$ cat src/rtl/div_unit.sv
// Multi-cycle signed 32-bit divider: 32 restoring steps on magnitudes, then a sign-fix cycle.
// hi holds the remainder and lo the quotient of the last completed division.
`timescale 1ns/1ps
module div_unit (
    input  logic        clock,
    input  logic        reset,
    input  logic [1:0]  div_ctrl,
    input  logic [31:0] a,
    input  logic [31:0] b,
    output logic [31:0] hi,
    output logic [31:0] lo,
    output logic [1:0]  div_status
);

    typedef enum logic [1:0] {StIdle, StRun, StFix, StDone} state_e;

    localparam logic [1:0] CtrlStart = 2'b01;
    localparam logic [1:0] CtrlAbort = 2'b11;

    state_e      state;
    logic [4:0]  count;
    logic [32:0] rem;
    logic [31:0] quo;
    logic [31:0] dvs;
    logic        neg_quo;
    logic        neg_rem;

    logic [31:0] abs_a;
    logic [31:0] abs_b;
    logic [33:0] trial;
    logic [31:0] quo_fix;
    logic [31:0] rem_fix;

    // Unsigned negation maps 0x80000000 onto itself, which is exactly 2^31.
    assign abs_a = a[31] ? (32'd0 - a) : a;
    assign abs_b = b[31] ? (32'd0 - b) : b;

    // Trial subtraction on the left-shifted remainder; bit 33 set means it went negative.
    assign trial   = {rem, quo[31]} - {2'b00, dvs};
    assign quo_fix = neg_quo ? (32'd0 - quo) : quo;
    assign rem_fix = neg_rem ? (32'd0 - rem[31:0]) : rem[31:0];

    always_ff @(posedge clock or negedge reset) begin
        if (!reset) begin
            state      <= StIdle;
            count      <= 5'd0;
            rem        <= 33'd0;
            quo        <= 32'd0;
            dvs        <= 32'd0;
            neg_quo    <= 1'b0;
            neg_rem    <= 1'b0;
            hi         <= 32'd0;
            lo         <= 32'd0;
            div_status <= 2'b00;
        end else begin
            unique case (state)
                StIdle: begin
                    div_status <= 2'b00;
                    if (div_ctrl == CtrlStart) begin
                        rem     <= 33'd0;
                        quo     <= abs_a;
                        dvs     <= abs_b;
                        neg_rem <= a[31];
                        neg_quo <= a[31] ^ b[31];
                        count   <= 5'd0;
                        if (b == 32'd0) begin
                            state      <= StDone;
                            div_status <= 2'b11;
                        end else begin
                            state <= StRun;
                        end
                    end
                end
                StRun: begin
                    if (div_ctrl == CtrlAbort) begin
                        state <= StIdle;
                        count <= 5'd0;
                    end else begin
                        if (!trial[33]) begin
                            rem <= trial[32:0];
                            quo <= {quo[30:0], 1'b1};
                        end else begin
                            rem <= {rem[31:0], quo[31]};
                            quo <= {quo[30:0], 1'b0};
                        end
                        count <= count + 5'd1;
                        if (count == 5'd31) begin
                            state <= StFix;
                        end
                    end
                end
                StFix: begin
                    count <= 5'd0;
                    if (div_ctrl == CtrlAbort) begin
                        state <= StIdle;
                    end else begin
                        hi         <= rem_fix;
                        lo         <= quo_fix;
                        state      <= StDone;
                        div_status <= 2'b01;
                    end
                end
                StDone: begin
                    state      <= StIdle;
                    div_status <= 2'b00;
                end
                default: begin
                    state      <= StIdle;
                    div_status <= 2'b00;
                end
            endcase
        end
    end

endmodule

$ cat config.mk
export PLATFORM = sky130hd
export DESIGN_NAME = div_unit
export DESIGN_NICKNAME = d
export VERILOG_FILES = /design/src/rtl/div_unit.sv
export SDC_FILE = /design/constraint.sdc
export NUM_CORES = 1
export LEC_CHECK = 0
export ABC_AREA = 1
export BUFFER_PORTS_ARGS = -buffer_cell sky130_fd_sc_hd__buf_2
export CAP_MARGIN = 0
export CORE_MARGIN = 4
export CORE_UTILIZATION = 40
export CTS_CLUSTER_SIZE = 10
export DETAILED_ROUTE_END_ITERATION = 10
export PLACE_DENSITY = 0.61
export SYNTH_ARGS = -nofsm -noshare
export SYNTH_HDL_FRONTEND = slang
export SYNTH_SLANG_ARGS = --single-unit
export TNS_END_PERCENT = 20
$ cat constraint.sdc
create_clock -name clock -period 2.1 [get_ports clock]
set_clock_uncertainty 0.05 [all_clocks]
set_input_delay 0.42 -clock clock [delete_from_list [all_inputs] [get_ports clock]]
set_output_delay 0.42 -clock clock [all_outputs]
set_load 0.1 [all_outputs]
* Yosys cells after proc, flatten, opt, wreduce, memory -nomap -nowiden
Cells that the tools add are included.
Word-level totals: bits in registers 172, bits in latches 0, memory bits (writable) 0, bits in read-only memories 0, bits of input ports 68, output and inout port bits 66, word-level logic and storage cells 64, memories 0
Cells by class: add/sub/neg operators 6, $mul 0, divide/modulo/power cells 0, $lt $le $gt $ge 0, equality and inequality tests 10, shifts and indexed selects 0, mux-type cells 25, bitwise logic cells 2, reductions and logical operators 11
Operator list (number):
- 32-bit 2-to-1 mux | 6
- 1-bit by 32-bit subtractor with 32-bit output, first input constant | 4
- 33-bit 2-to-1 mux | 3
- 33-bit one-hot mux with 2 select lines | 1
- 32-bit one-hot mux with 2 select lines | 1
- 34-bit by 32-bit subtractor with 34-bit output | 1
- 32-bit logical NOT | 1
- 2-bit 2-to-1 mux | 8
- 5-bit one-hot mux with 3 select lines | 1
- 5-bit 2-to-1 mux | 2
- 2-bit AND reduction | 5
- 2-bit one-hot mux with 4 select lines | 1
- 2-bit equality test, second input constant | 3
- 2-bit != test, second input constant | 3
- 2-bit one-hot mux with 3 select lines | 1
- 3-bit nonzero test | 2
- 5-bit by 1-bit adder with 5-bit output, second input constant | 1
- 5-bit equality test, second input constant | 1
- 2-bit by 1-bit equality test with 1-bit output, second input constant | 2
- 3-bit != test, second input constant | 1
- 3-bit AND reduction | 1
- 2-bit logical NOT | 1
- 2-bit nonzero test | 1
- 1-bit 2-to-1 mux | 1
- other kinds (2) | 2

* Logic depth before layout (Yosys ltp)
Gate-level depths: netlist of run 1.
depth after elaboration 4, depth in mapped cells 18, mapped depth without buffers 17

* Worst setup path after synthesis of run 1
Ideal clock, no wire load.
kind reg-to-reg, from reg quo[31], to reg rem[24], library setup time 0.118 ns, arrival 1.939 ns, data required time 1.932 ns, setup slack -0.007 ns, cell stages (with the launch flop) 17, path buffers 0, period minus slack after synthesis 2.107 ns, cells stage by stage dfrtp_1 -> inv_1 -> ha_1 -> inv_1 -> fa_1 -> nand3_1 -> nand3_1 -> nand2_1 -> nand2_1 -> nand2_1 -> nand2_1 -> nand2_1 -> nand3b_1 -> nand2_1 -> nand3_1 -> nand3_1 -> nand2_1
Between the ends: cells in the longest elaborated chain, start to end 4
RTL lines:
- start: declaration | RTL line 23 | logic [31:0] quo;
- start signal: assignment | RTL line 61 | quo <= abs_a;
- start signal: assignment | RTL line 81 | quo <= {quo[30:0], 1'b1};
- start signal: assignment | RTL line 84 | quo <= {quo[30:0], 1'b0};
- 34-bit by 32-bit subtractor with 34-bit output | RTL line 39 | assign trial = {rem, quo[31]} - {2'b00, dvs};
- 33-bit 2-to-1 mux | RTL line 79 | if (!trial[33]) begin
- 33-bit 2-to-1 mux | RTL line 75 | if (div_ctrl == CtrlAbort) begin
- 33-bit one-hot mux with 2 select lines | RTL line 56 | unique case (state)
- end signal: assignment | RTL line 80 | rem <= trial[32:0];
- end signal: assignment | RTL line 83 | rem <= {rem[31:0], quo[31]};
- end: declaration | RTL line 22 | logic [32:0] rem;
No other way between the ends. The select of a mux whose other input is x is not followed. A chain may end at the register's enable or synchronous reset.

* Worst setup path in the final report of run 1
from reg rem[23], to reg rem[22]
Between the ends: cells in the longest elaborated chain, start to end 4
RTL lines (RTL line):
- 34-bit by 32-bit subtractor with 34-bit output | 39
- 33-bit 2-to-1 mux | 79
- 33-bit 2-to-1 mux | 75
- 33-bit one-hot mux with 2 select lines | 56
No other way between the ends. The select of a mux whose other input is x is not followed.

==> results of run 1 <==
-- cells by family (layout without fill, tap and decap cells) --
logic type      Yosys count  count (layout)  share of synthesized area, %
fa+ha+maj                39              39                         3.706
xor+xnor                 73              73                         4.782
flops                   172             172                         32.19
compound gates          262             262                         10.55
simple gates           1167            1168                         38.10
buf+inv                 362             721                         10.68
-- layout make-up --
class | count | area [um^2]
clock buffers | 18 | 439.2
fillers | 3209 | 14600
flip-flops and latches | 172 | 4322
clock inverters | 14 | 219.0
well taps | 442 | 553.0
repair buffers | 397 | 2929
inverters | 292 | 1104
multi-input cells | 1542 | 8621
-- stage by stage --
step / hold WS [ns] / util (%) / area [um^2] / worst slack [ns] / std cells
after global placement: 0.3895 / 49.27 / 16150 / -0.2736 / 2812
after global routing: 0.2441 / 55.47 / 18190 / -0.2502 / 2877
after detailed placement: 0.3912 / 49.27 / 16150 / -0.2829 / 2812
after floorplan: 0.07441 / - / 13370 / 0.03003 / 2075
final: 0.2217 / 55.47 / 18190 / -0.1728 / 2877
after CTS: 0.2168 / 53.09 / 17400 / -0.09012 / 2861
-- placed cells by master, fill, tap and decap left out, types with 6 or more instances in the layout --
master / count
o21ai_1: 20
o21ai_0: 126
a21oi_1: 65
nor2_1: 163
a31oi_1: 14
nand2_1: 595
ha_4: 29
buf_12: 11
inv_1: 251
buf_6: 7
nand3_4: 6
o31ai_1: 6
o211ai_1: 15
nand3_1: 193
buf_4: 239
and2_1: 6
dfrtp_2: 14
nor3_2: 11
nor3_1: 13
nand3b_1: 17
nand4_1: 22
nand2_4: 6
inv_6: 6
or2_2: 6
xnor2_1: 17
inv_2: 38
nor2_2: 13
nand2_2: 38
nor2_4: 17
nand3_2: 40
xor2_1: 55
dfrtp_1: 158
buf_2: 132
ha_1: 9
clkbuf_16: 23
-- worst register-to-register path: stages (launching register included) --
cell and delay, ns:
dfrtp_2 0.45, ha_4 0.27, nand2_4 0.09, inv_2 0.05, nand2_2 0.07, nand2_2 0.08, a21oi_4 0.16, nor2_4 0.05
nor2_4 0.22, nand2_8 0.12, nand2_8 0.16, buf_12 0.14, nand3_2 0.09, nand3_2 0.10, nand2_2 0.07
-- registers in the layout, summed over array words and instances (netlist names), 2 cells and up --
name,flops
quo,32
count,5
dvs,32
div_status,2
hi,32
state,2
rem,33
lo,32
-- routing by layer --
| layer | vias to the layer above | routed length [um] |
|---|---|---|
| met5 | - | 0 |
| met4 | 0 | 698 |
| met3 | 51 | 2698 |
| met2 | 450 | 19820 |
| met1 | 6760 | 22000 |
| li1 | 7339 | - |
-- worst paths after layout --
path	startpoint	end
worst min register to register	hi[29]	hi[29]
min in group asynchronous	reset	rem[2]
worst max-delay path	rem[23]	rem[22]
max in group asynchronous	reset	lo[21]
worst min-delay path	b[26]	dvs[26]
worst max register to register	rem[23]	rem[22]
-- timing repair --
action / in CTS / in global routing
gates resized for setup: 83 / 148
pin swaps: 33 / 60
gates cloned: 1 / 9
endpoints found under the hold margin: 172 / 0
hold buffers: 1 / 0
setup endpoints to repair: 47 / 66
setup buffers: 15 / 10
==> results.sh, run 1 <==
export IMPL_post_route_min_period_ns=2.273
export IMPL_cts_sinks=172
export IMPL_fp_row_count=66
export IMPL_ys_ff_latch=172
export IMPL_fp_dieH_um=190.8
export IMPL_final_hold_viol_count=0
export IMPL_seq_area_frac_synth_pct=32.19
export IMPL_overflow=0
export IMPL_slew_headroom_pct=62.70
export IMPL_grt_pass1_wl_um=70430
export IMPL_core_region_area_um2=32780
export IMPL_routed_wl_um=45210
export IMPL_drc=0
export IMPL_crit_chain="ha_4, nand2_4, inv_2, nand2_2, nand2_2, a21oi_4, nor2_4, nor2_4, nand2_8, nand2_8, buf_12, nand3_2, nand3_2, nand2_2"
export IMPL_crit_path_start_kind="flop"
export IMPL_cap_violations=0
export IMPL_layout_nets=2529
export IMPL_dieArea_um2=36410
export IMPL_synth_flop_cell="dfrtp_1"
export IMPL_path_clk_slew_ns=0.08
export IMPL_dr_pass1_iters=5
export IMPL_maxSlewViolCount=0
export IMPL_clk_path_buf_depth=2
export IMPL_cts_buffers=17
export IMPL_maxClockFrequency_mhz=440.0
export IMPL_cp_slowest_cell="dfrtp_2"
export IMPL_synth_cells_most_frequent="632 x nand2_1, 284 x inv_1, 229 x nand3_1, 178 x nor2_1, 172 x dfrtp_1"
export IMPL_failed_checks="setup timing"
export IMPL_start_util_pct=40.78
export IMPL_grt_max_degree=84
export IMPL_setup_viol=34
export IMPL_r2r_slack_ns=-0.17
export IMPL_cts_tree="built"
export IMPL_cts_root_buf="clkbuf_16"
export IMPL_busiest_layer="met2"
export IMPL_timing_final_crit_share_pct=108.2
export IMPL_critPathTopFamily="simple AND/OR/NAND/NOR gates"
export IMPL_vias=14600
export IMPL_grt_use_met2_pct=36.75
export IMPL_netlist_top_cells_area="dfrtp_1 32%, nand2_1 18%, nand3_1 8.6%"
export IMPL_cpMostUsedCell="nand2_2"
export IMPL_grt_use_met3_pct=2.600
export IMPL_crit_buf_inv=2
export IMPL_crit_arrival_ns=2.56
export IMPL_port_buffer_count=133
export IMPL_hp_class="in -> reg"
export IMPL_worst_pin_slew_ns=0.5589
export IMPL_htreeDepth=4
export IMPL_use_met1_pct=36.26
export IMPL_clkLatencyLatePin_ns=0.45
export IMPL_gp_congestion=0.9362
export IMPL_cp_num_cells=14
export IMPL_synth_edff_count=0
export IMPL_yosys_warnings=0
export IMPL_synth_area_um2=13370
export IMPL_detail_route_antenna_nets=0
export IMPL_syn_to_final_growth_pct=36.02
export IMPL_drive_gt1_share_pct=27.52
export IMPL_antennaDiodeCount=0
export IMPL_synth_top_area_share_pct=32.19
export IMPL_synthCells=2075
export IMPL_setup_ws_ns=-0.1728
export IMPL_async_reset_ff_share_pct=100.0
export IMPL_ys_types=48
export IMPL_wire_per_inst_um=15.72
export IMPL_critPathCaptureType="flop"
export IMPL_worstPathMaxFanout=8
export IMPL_synth_most_common_cell="nand2_1"
export IMPL_path_class="reg -> reg"
export IMPL_fin_setup_tns_ns=-4.417
export IMPL_yosysTopAreaCell="dfrtp_1"
export IMPL_outcome="complete, but fails checks"
export IMPL_holdPathStages=4
export IMPL_cpPeakStageDelay_ns=0.45
export IMPL_first_global_vias=13550
export IMPL_syn_area_per_cell_um2=6.444
export IMPL_vias_per_cell=5.075
export IMPL_crit_required_ns=2.39
export IMPL_hpwl_um=33890
export IMPL_rsz0062_at_grt="yes"
export IMPL_syn_nets=2182
export IMPL_drt_iter0_drc=1095
export IMPL_die_x_um=190.8
export IMPL_boundaryPins=134
export IMPL_track_usage_pct=23.87
export IMPL_grt_antenna_before_repair=0
export IMPL_rr_worst_depth=14
Power of run 1 is left out: the tool's default activity adds up to more than one toggle a clock period on the data nets, which glitch-free logic cannot reach.
==> run 2, diff against run 1 <==
--- a/config.mk
+++ b/config.mk
@@ -13,6 +13,7 @@
 export CTS_CLUSTER_SIZE = 10
 export DETAILED_ROUTE_END_ITERATION = 10
 export PLACE_DENSITY = 0.61
+export SKIP_CTS_REPAIR_TIMING = 1
 export SYNTH_ARGS = -nofsm -noshare
 export SYNTH_HDL_FRONTEND = slang
 export SYNTH_SLANG_ARGS = --single-unit
==> run 2 against run 1 <==
  * The run still ends with setup timing left
  * Global-route usage is 0.62 points lower
  * Critical path depth is 1 lower
  * Setup slack got worse by 0.065 ns
  * Cell area down 0.82%
  * Register-to-register slack got worse by 0.06 ns
  * Worst hold slack worse by 0.0012 ns
  * Die area unchanged
  * Highest routed layer unchanged
  * Sequential cell count unchanged
  * First-iteration DRC count decreased by 1.0%
==> results.sh, run 2 (synthesized netlist as in run 1, its figures left out) <==
export IMPL_outcome="complete, but fails checks"
export IMPL_failed_checks="setup timing"
export IMPL_wire_per_inst_um=15.66
export IMPL_critPathCaptureType="flop"
export IMPL_path_class="reg -> reg"
export IMPL_start_util_pct=40.78
export IMPL_track_usage_pct=23.25
export IMPL_routed_wl_um=44920
export IMPL_crit_path_start_kind="flop"
export IMPL_final_common_cell="nand2_1"
export IMPL_layout_nets=2521
export IMPL_registers_top_by_ff_count="rem"
export IMPL_crit_arrival_ns=2.63
export IMPL_final_cells=2869
export IMPL_grt_max_degree=84
export IMPL_boundaryPins=134
export IMPL_first_global_vias=13240
export IMPL_clkLatencyLatePin_ns=0.45
export IMPL_pre_cts_ws_ns=-0.2829
export IMPL_drive_gt1_share_pct=26.41
export IMPL_crit_chain="ha_4, nand2_2, nor2_4, buf_4, a21oi_4, nor2_4, nor2_4, nand2_8, nand2_8, buf_6, nand3_1, nand3_2, nand2_1"
export IMPL_final_hold_viol_count=0
export IMPL_rsz0062_at_grt="yes"
export IMPL_overflow=0
export IMPL_maxSlewViolCount=0
export IMPL_syn_to_final_growth_pct=34.91
export IMPL_worst_pin_slew_ns=0.5731
export IMPL_hpwl_um=33890
export IMPL_hold_ws_ns=0.2205
export IMPL_htreeDepth=4
export IMPL_cp_slowest_cell="dfrtp_1"
export IMPL_largest_reg_flops=33
export IMPL_vias_per_cell=5.072
export IMPL_crit_required_ns=2.39
export IMPL_cts_sinks=172
export IMPL_cts_tree="built"
export IMPL_core_region_area_um2=32780
export IMPL_setup_ws_ns=-0.2376
export IMPL_port_buffer_count=133
export IMPL_dieArea_um2=36410
export IMPL_timing_final_crit_share_pct=111.3
export IMPL_slew_headroom_pct=61.75
export IMPL_dp_cells=2812
export IMPL_fp_dieH_um=190.8
export IMPL_cts_root_buf="clkbuf_16"
export IMPL_gp_congestion=0.9362
export IMPL_cpMostUsedCell="nor2_4"
export IMPL_maxClockFrequency_mhz=427.8
export IMPL_drt_iter0_drc=1084
export IMPL_cts_buffers=17
export IMPL_path_clk_slew_ns=0.08
export IMPL_grt_antenna_before_repair=0
export IMPL_vias=14550
export IMPL_dr_pass1_iters=6
export IMPL_cap_violations=0
export IMPL_grt_pass1_wl_um=68620
export IMPL_antennaDiodeCount=0
export IMPL_hp_class="in -> reg"
export IMPL_detail_route_antenna_nets=0
export IMPL_setup_viol=34
export IMPL_worstPathMaxFanout=8
export IMPL_cpPeakStageDelay_ns=0.43
export IMPL_die_x_um=190.8
export IMPL_drc=0
export IMPL_clk_path_buf_depth=2
export IMPL_post_route_min_period_ns=2.338
export IMPL_fp_row_count=66
export IMPL_final_cell_mix="602 x nand2_1, 258 x inv_1, 232 x buf_4"
run 2: changes by cell type in the layout (fill, tap and decap cells not counted), sizes merged:
cell | before | now
buf | 390 | 383
nor2 | 193 | 192
run 2: final cells by class:
class | instances | area, um^2
clock buffers | 18 | 439.2
repair buffers | 390 | 2873
flip-flops and latches | 172 | 4312
well taps | 442 | 553.0
fillers | 3230 | 14750
clock inverters | 14 | 219.0
inverters | 292 | 1099
multi-input cells | 1541 | 8543
run 2: layer usage:
layer,vias up,GRT usage (%),share of wire (%)
met5,-,0,0
met4,0,4.558,1.5
met3,54,2.307,5.5
met2,439,35.23,44
met1,6733,36.06,49
li1,7325,-,-
run 2: critical path, delay by kind of cell, from the launching register on:
| family | cells | cell delay, ns |
|---|---|---|
| simple gates | 9 | 1.02 |
| flops | 1 | 0.43 |
| buf+inv | 2 | 0.28 |
| fa+ha+maj | 1 | 0.25 |
| compound gates | 1 | 0.17 |
run 2: final timing paths:
check | slack, ns | from | endpoint | cells past startpoint
worst min-delay path | 0.22 | b[26] | dvs[26] | 4
max in group asynchronous | 1.18 | reset | lo[21] | 3
worst max register to register | -0.24 | rem[21] | rem[25] | 13
min in group asynchronous | 0.48 | reset | rem[5] | 3
worst min register to register | 0.43 | hi[29] | hi[29] | 2
worst max-delay path | -0.24 | rem[21] | rem[25] | 13
run 2: stage by stage:
stage | instance area (um^2) | utilization [%] | TNS (ns)
finish | 18040 | 55.02 | -6.812
floorplan | 13370 | - | 0
detailed placement | 16150 | 49.27 | -6.899
global route | 18040 | 55.02 | -9.999
CTS | 16810 | 51.28 | -7.636
global placement | 16150 | 49.27 | -5.534
Power of run 2 is left out for the same reason.
